## config.mk

```make
export PLATFORM = sky130hd
export DESIGN_NAME = traffic_light_monitor
export DESIGN_NICKNAME = d
export VERILOG_FILES = /design/src/rtl/traffic_light_monitor.sv
export SDC_FILE = /design/constraint.sdc
export NUM_CORES = 1
export LEC_CHECK = 0
export CAP_MARGIN = 15
export CORE_ASPECT_RATIO = 0.9
export CORE_UTILIZATION = 50
export DETAILED_ROUTE_END_ITERATION = 8
export PLACE_DENSITY = 0.75
export SLEW_MARGIN = 15
export SYNTH_ARGS = -nofsm -noshare
export SYNTH_HDL_FRONTEND = slang
export SYNTH_SLANG_ARGS = --single-unit
```

## constraint.sdc

```tcl
create_clock -name clk -period 1.84 [get_ports clk]
set_clock_uncertainty 0.05 [all_clocks]
set_input_delay 0.368 -clock clk [delete_from_list [all_inputs] [get_ports clk]]
set_output_delay 0.368 -clock clk [all_outputs]
set_load 0.05 [all_outputs]
```

## src/rtl/traffic_light_monitor.sv

```systemverilog
// Passive checker for a RED -> YELLOW -> GREEN -> YELLOW -> RED lamp controller.
// Optional error counter output is enabled by defining TRAFFIC_MON_ERR_CNT_EN.
module traffic_light_monitor #(
    parameter int RED_TIME    = 50,
    parameter int YELLOW_TIME = 10,
    parameter int GREEN_TIME  = 50
) (
    input  logic        clk,
    input  logic        reset,
    input  logic        red,
    input  logic        yellow,
    input  logic        green,
    output logic [2:0]  phase,
    output logic        in_sync,
    output logic        err_onehot,
    output logic        err_sequence,
    output logic        err_timing,
    output logic        fault,
`ifdef TRAFFIC_MON_ERR_CNT_EN
    output logic [7:0]  err_count,
`endif
    output logic [15:0] cycle_count
);

    typedef enum logic [2:0] {
        SYNC    = 3'd0,
        RED_PH  = 3'd1,
        YEL1_PH = 3'd2,
        GRN_PH  = 3'd3,
        YEL2_PH = 3'd4
    } phase_t;

    localparam logic [2:0] LAMP_R = 3'b100;
    localparam logic [2:0] LAMP_Y = 3'b010;
    localparam logic [2:0] LAMP_G = 3'b001;

    localparam logic [15:0] RED_EXP = 16'(RED_TIME + 1);
    localparam logic [15:0] YEL_EXP = 16'(YELLOW_TIME + 1);
    localparam logic [15:0] GRN_EXP = 16'(GREEN_TIME + 1);

    function automatic logic [15:0] sat_inc16(input logic [15:0] v);
        return (v == 16'hFFFF) ? v : v + 16'd1;
    endfunction

    phase_t      state_q, state_d;
    logic [15:0] dwell_q, dwell_d;
    logic        untimed_q, untimed_d;
    logic        overrun_q, overrun_d;
    logic [15:0] cycles_q, cycles_d;
    logic        oh_d, seq_d, tim_d;
    logic [2:0]  lamps;
    logic        one_hot;
    logic [2:0]  same_lamp;
    logic [2:0]  succ_lamp;
    phase_t      succ_state;
    logic [15:0] exp_dwell;

    always_ff @(posedge clk) begin
        if (reset) begin
            state_q      <= SYNC;
            dwell_q      <= 16'd0;
            untimed_q    <= 1'b0;
            overrun_q    <= 1'b0;
            cycles_q     <= 16'd0;
            in_sync      <= 1'b0;
            err_onehot   <= 1'b0;
            err_sequence <= 1'b0;
            err_timing   <= 1'b0;
            fault        <= 1'b0;
        end else begin
            state_q      <= state_d;
            dwell_q      <= dwell_d;
            untimed_q    <= untimed_d;
            overrun_q    <= overrun_d;
            cycles_q     <= cycles_d;
            in_sync      <= (state_d != SYNC);
            err_onehot   <= oh_d;
            err_sequence <= seq_d;
            err_timing   <= tim_d;
            fault        <= fault | oh_d | seq_d | tim_d;
        end
    end

    // Per-phase lamp expectations: the lamp that keeps the phase, and the one that advances it.
    always_comb begin
        same_lamp  = 3'b000;
        succ_lamp  = 3'b000;
        succ_state = SYNC;
        exp_dwell  = 16'd0;
        case (state_q)
            RED_PH: begin
                same_lamp  = LAMP_R;
                succ_lamp  = LAMP_Y;
                succ_state = YEL1_PH;
                exp_dwell  = RED_EXP;
            end
            YEL1_PH: begin
                same_lamp  = LAMP_Y;
                succ_lamp  = LAMP_G;
                succ_state = GRN_PH;
                exp_dwell  = YEL_EXP;
            end
            GRN_PH: begin
                same_lamp  = LAMP_G;
                succ_lamp  = LAMP_Y;
                succ_state = YEL2_PH;
                exp_dwell  = GRN_EXP;
            end
            YEL2_PH: begin
                same_lamp  = LAMP_Y;
                succ_lamp  = LAMP_R;
                succ_state = RED_PH;
                exp_dwell  = YEL_EXP;
            end
            default: ;
        endcase
    end

    always_comb begin
        lamps     = {red, yellow, green};
        one_hot   = (lamps == LAMP_R) || (lamps == LAMP_Y) || (lamps == LAMP_G);
        state_d   = state_q;
        dwell_d   = dwell_q;
        untimed_d = untimed_q;
        overrun_d = overrun_q;
        cycles_d  = cycles_q;
        oh_d      = 1'b0;
        seq_d     = 1'b0;
        tim_d     = 1'b0;

        if (!one_hot) begin
            oh_d      = 1'b1;
            state_d   = SYNC;
            dwell_d   = 16'd0;
            overrun_d = 1'b0;
        end else if (state_q == SYNC) begin
            // Only red can resync; the partial red we land in is not timed.
            if (lamps == LAMP_R) begin
                state_d   = RED_PH;
                dwell_d   = 16'd1;
                untimed_d = 1'b1;
                overrun_d = 1'b0;
            end
        end else if (lamps == same_lamp) begin
            dwell_d = sat_inc16(dwell_q);
            if (!untimed_q && !overrun_q && (dwell_q == exp_dwell)) begin
                tim_d     = 1'b1;
                overrun_d = 1'b1;
            end
        end else if (lamps == succ_lamp) begin
            state_d   = succ_state;
            dwell_d   = 16'd1;
            untimed_d = 1'b0;
            overrun_d = 1'b0;
            if (!untimed_q && !overrun_q && (dwell_q != exp_dwell)) begin
                tim_d = 1'b1;
            end
            if (state_q == YEL2_PH) begin
                cycles_d = cycles_q + 16'd1;
            end
        end else begin
            seq_d     = 1'b1;
            state_d   = SYNC;
            dwell_d   = 16'd0;
            overrun_d = 1'b0;
        end
    end

`ifdef TRAFFIC_MON_ERR_CNT_EN
    always_ff @(posedge clk) begin
        if (reset) begin
            err_count <= 8'd0;
        end else if ((oh_d | seq_d | tim_d) && (err_count != 8'hFF)) begin
            err_count <= err_count + 8'd1;
        end
    end
`endif

    assign phase       = state_q;
    assign cycle_count = cycles_q;

endmodule

```

==> results.py, run 1 <==
metrics = {
    "run_status": {
        "status": "finished with violations",
        "violations": "negative setup slack",
    },
    "timing": {
        "worst_slack_ps": -196,
        "worst_slew_pin_slew_ps": 401,
        "rsz0062_at_grt": "yes",
        "slew_headroom_pct": 73.2,
        "setup_viol": 18,
        "finalHoldViolCount": 0,
        "fmax_mhz": 491,
        "min_period_ps": 2040,
        "fin_crit_sh_pct": 111,
        "slew_violations": 0,
    },
    "power": {
        "p_total_w": 0.00173,
        "p_int_w": 0.00127,
        "power_density_nw_per_um2": 488,
        "p_leak_nw": 1.42,
        "ir_drop_mv": 0.445,
        "netSwitchingPower_w": 0.000457,
        "p_sw_share_pct": 26.5,
        "seqPwrFrac_pct": 53.0,
        "p_clk_share_pct": 35.0,
        "combPwrFrac_pct": 12.0,
    },
    "global_route": {
        "grt_pass1_wl_mm": 10.6,
        "grt_max_degree": 17,
        "grt-ovfl-total": 0,
        "groute.usage.overall_pct": 27.3,
        "first_global_vias": 2360,
        "antenna_found_initial": 0,
    },
    "clocking": {
        "root_buffer": "clkbuf_8",
        "cts_max_path_buffers": 2,
        "htree_levels": 2,
        "worstSkewPairLatency_ps": 300,
        "cts_tree": "yes",
        "clk_pin_slew_ps": 90,
        "cts-buffers-inserted": 5,
        "clock-sinks": 42,
    },
    "hold_path": {
        "hold_path.class": "reg2reg",
        "hp-start": "untimed_q$_SDFFE_PP0P_",
        "hold_path_depth": 2,
        "worstHoldEndpoint": "untimed_q$_SDFFE_PP0P_",
    },
    "detailed_routing": {
        "post_drt_wl_per_cell_um": 16.1,
        "drtPass1Iterations": 5,
        "drtIter0Drc": 188,
        "vias": 2741,
        "postRouteAntennaNets": 0,
        "drc": 0,
        "avgViaCountPerCell": 5.97,
        "drt-total-wl_mm": 7.38,
    },
    "floorplan": {
        "num_rows": 23,
        "start_util_pct": 53.1,
        "die_w_um": 75.3,
        "core_area_um2": 4550,
        "io_pins": 29,
        "die_height_um": 67.9,
        "die_area_um2": 5110,
    },
    "critical_path": {
        "r2r-start": "phase[0]$_SDFF_PP0_",
        "crit_arrival_ps": 2190,
        "r2r_cells": 8,
        "worstPathRequired_ps": 1990,
        "path_class": "reg2reg",
        "cp_max_fo": 6,
        "timing.rr.end": "dwell_q[11]$_SDFFE_PP0P_",
        "worstSetupEndpointType": "flop",
        "critPathLaunchType": "flop",
        "reg2reg_setup_slack_ps": -200,
    },
    "finish": {
        "diodes": 0,
        "final_cells": 459,
        "nets": 403,
        "nFillCells": 319,
        "area.sequential_um2": 858,
        "area_growth_pct": 46.5,
        "multi_input_comb_area_um2": 1640,
        "layout-drive-gt1-share_pct": 39.8,
    },
    "synth": {
        "ys_ff_latch": 42,
        "seq_area_frac_synth_pct": 34.8,
        "yosys_most_used_dff": "dfxtp_1",
        "syn_nets": 308,
        "ys_types": 56,
        "yosysWarnings": 0,
        "syn_inst": 301,
        "synth_edf_count": 0,
        "syn_avg_cell_area_um2": 8.03,
        "synthArstFlopShare_pct": 0,
        "synth_area_um2": 2420,
    },
    "place": {
        "dp.cells": 438,
        "place_hpwl_mm": 4.73,
        "place_congestion": 0.892,
        "io_buffers": 28,
    },
    "job": {
        "drv_cap": 0,
    },
}
## repair_timing
| action | 4_1_cts | 5_1_grt |
|---|---|---|
| pin swaps | 8 | 17 |
| cloned | 2 | 0 |
| endpoints found under the setup margin | 35 | 27 |
| hold buffers | 0 | 0 |
| setup buffers | 11 | 3 |
| gates resized for setup | 30 | 27 |
## critical path, stage by stage, from the launching register on
cell and delay [ps]:
dfxtp_4 380, buf_6 120, nand2b_4 50, or4_4 450
a311oi_2 270, buf_4 180, buf_6 130, nor3_2 40
a311oi_1 260
## state kept, by name, indices dropped and copies added, names as in the netlist
name	cells
cycle_count	16
dwell_q	16
err_onehot	1
err_sequence	1
err_timing	1
fault	1
in_sync	1
overrun_q	1
phase	3
untimed_q	1
## per-stage QoR
step	setup slack, ps	cell area (um^2)	setup TNS, ps	hold slack (ps)	util (%)
global placement	-676	3170	-20910	406	69.8
CTS	-173	3430	-2000	437	75.5
finish	-196	3540	-1970	440	77.8
floorplan	-198	2480	-2910	384	-
global route	-265	3540	-3000	461	77.8
detailed placement	-793	3170	-23030	424	69.8
## power by group through the flow
| stage | logic (W) | clock network [W] | registers [W] |
|---|---|---|---|
| CTS | 0.000195 | 0.000611 | 0.000915 |
| global route | 0.000218 | 0.000647 | 0.000916 |
| finish | 0.000206 | 0.000604 | 0.000916 |
| detailed placement | 0.000181 | 0 | 0.000938 |
| floorplan | 0.0000813 | 0 | 0.000953 |
| global placement | 0.000179 | 0 | 0.000937 |
## synth_stat cells (all sizes together) (6+ instances only)
cell	instances	area, um^2
or4	8	60.1
nand4	11	68.8
inv	6	22.5
nor2	32	120
nand2	22	82.6
xor2	15	131
dfxtp	42	841
clkbuf	13	48.8
or3	8	50.1
and4	6	52.6
and3	6	37.5
nor3	7	35.0
buf	7	48.8
o31ai	9	67.6
o21ai	14	70.1
a21oi	19	95.1
nand3	9	45.0
## cell usage in the layout (no fill, tap or decap), types with 4 or more instances in the layout
cell,n
buf_4,96
dfxtp_1,34
nor2_1,31
nand2_1,21
a21oi_1,16
xor2_1,15
nand4_1,11
o21ai_1,8
nand3_1,7
o31ai_1,7
or3_1,7
buf_6,7
inv_1,6
or4_1,6
and3_1,5
and4_1,5
clkbuf_8,5
dfxtp_2,5
xnor2_1,4
o211ai_1,4
nor3_1,4
o21ai_0,4
a31oi_1,4
## per-layer routing
metal  vias up  GRT usage (%)  part of all wire [%]
met4         0           9.03                   2.0
met1      1291           35.2                    45
met2       123           44.5                    46
met3        18           7.07                   6.1
li1       1309              -                     -
met5         -              0                     0
## how the worst max path moves through the flow
stage | startpoint | cells after the start | end
3_5_place_dp | red | 7 | dwell_q[12]$_SDFFE_PP0P_
6_report | phase[0]$_SDFF_PP0_ | 8 | dwell_q[11]$_SDFFE_PP0P_
5_1_grt | phase[0]$_SDFF_PP0_ | 8 | dwell_q[11]$_SDFFE_PP0P_
3_3_place_gp | red | 7 | dwell_q[4]$_SDFFE_PP0P_
4_1_cts | phase[0]$_SDFF_PP0_ | 7 | dwell_q[11]$_SDFFE_PP0P_
2_1_floorplan | phase[2]$_SDFF_PP0_ | 8 | dwell_q[0]$_SDFFE_PP0P_
## cell families after synthesis
group	Yosys count	share of synthesized area [%]
multiplexers	1	0.414
AND/OR/NAND/NOR	138	31.6
flip-flops	42	34.8
AO/OA/AOI/OAI	72	19.9
adder cells (fa/ha/maj)	2	1.04
XOR/XNOR	20	7.25
buffers and inverters	26	4.97
## cell type report
class / instances / area share [%]
Clock buffer: 5 / 1.94
Clock inverter: 3 / 0.601
Inverter: 6 / 0.636
Multi-Input combinational cell: 233 / 46.3
Sequential cell: 42 / 24.3
Tap cell: 62 / 2.19
Timing Repair Buffer: 108 / 24.0
No activity file was read; power rests on OpenSTA's default activity.
==> run 2: changes to the inputs <==
--- a/config.mk
+++ b/config.mk
@@ -5,7 +5,6 @@
 export SDC_FILE = /design/constraint.sdc
 export NUM_CORES = 1
 export LEC_CHECK = 0
-export CAP_MARGIN = 15
 export CORE_ASPECT_RATIO = 0.9
 export CORE_UTILIZATION = 50
 export DETAILED_ROUTE_END_ITERATION = 8
==> results of run 2 <==
The final DEF is identical to that of run 1; final timing and power are the same.
==> run 3: changes to the inputs <==
--- a/config.mk
+++ b/config.mk
@@ -5,6 +5,7 @@
 export SDC_FILE = /design/constraint.sdc
 export NUM_CORES = 1
 export LEC_CHECK = 0
+export ABC_CLOCK_PERIOD_IN_PS = 1840
 export CORE_ASPECT_RATIO = 0.9
 export CORE_UTILIZATION = 50
 export DETAILED_ROUTE_END_ITERATION = 8
==> results of run 3 <==
The final DEF is identical to that of run 1; final timing and power are the same.
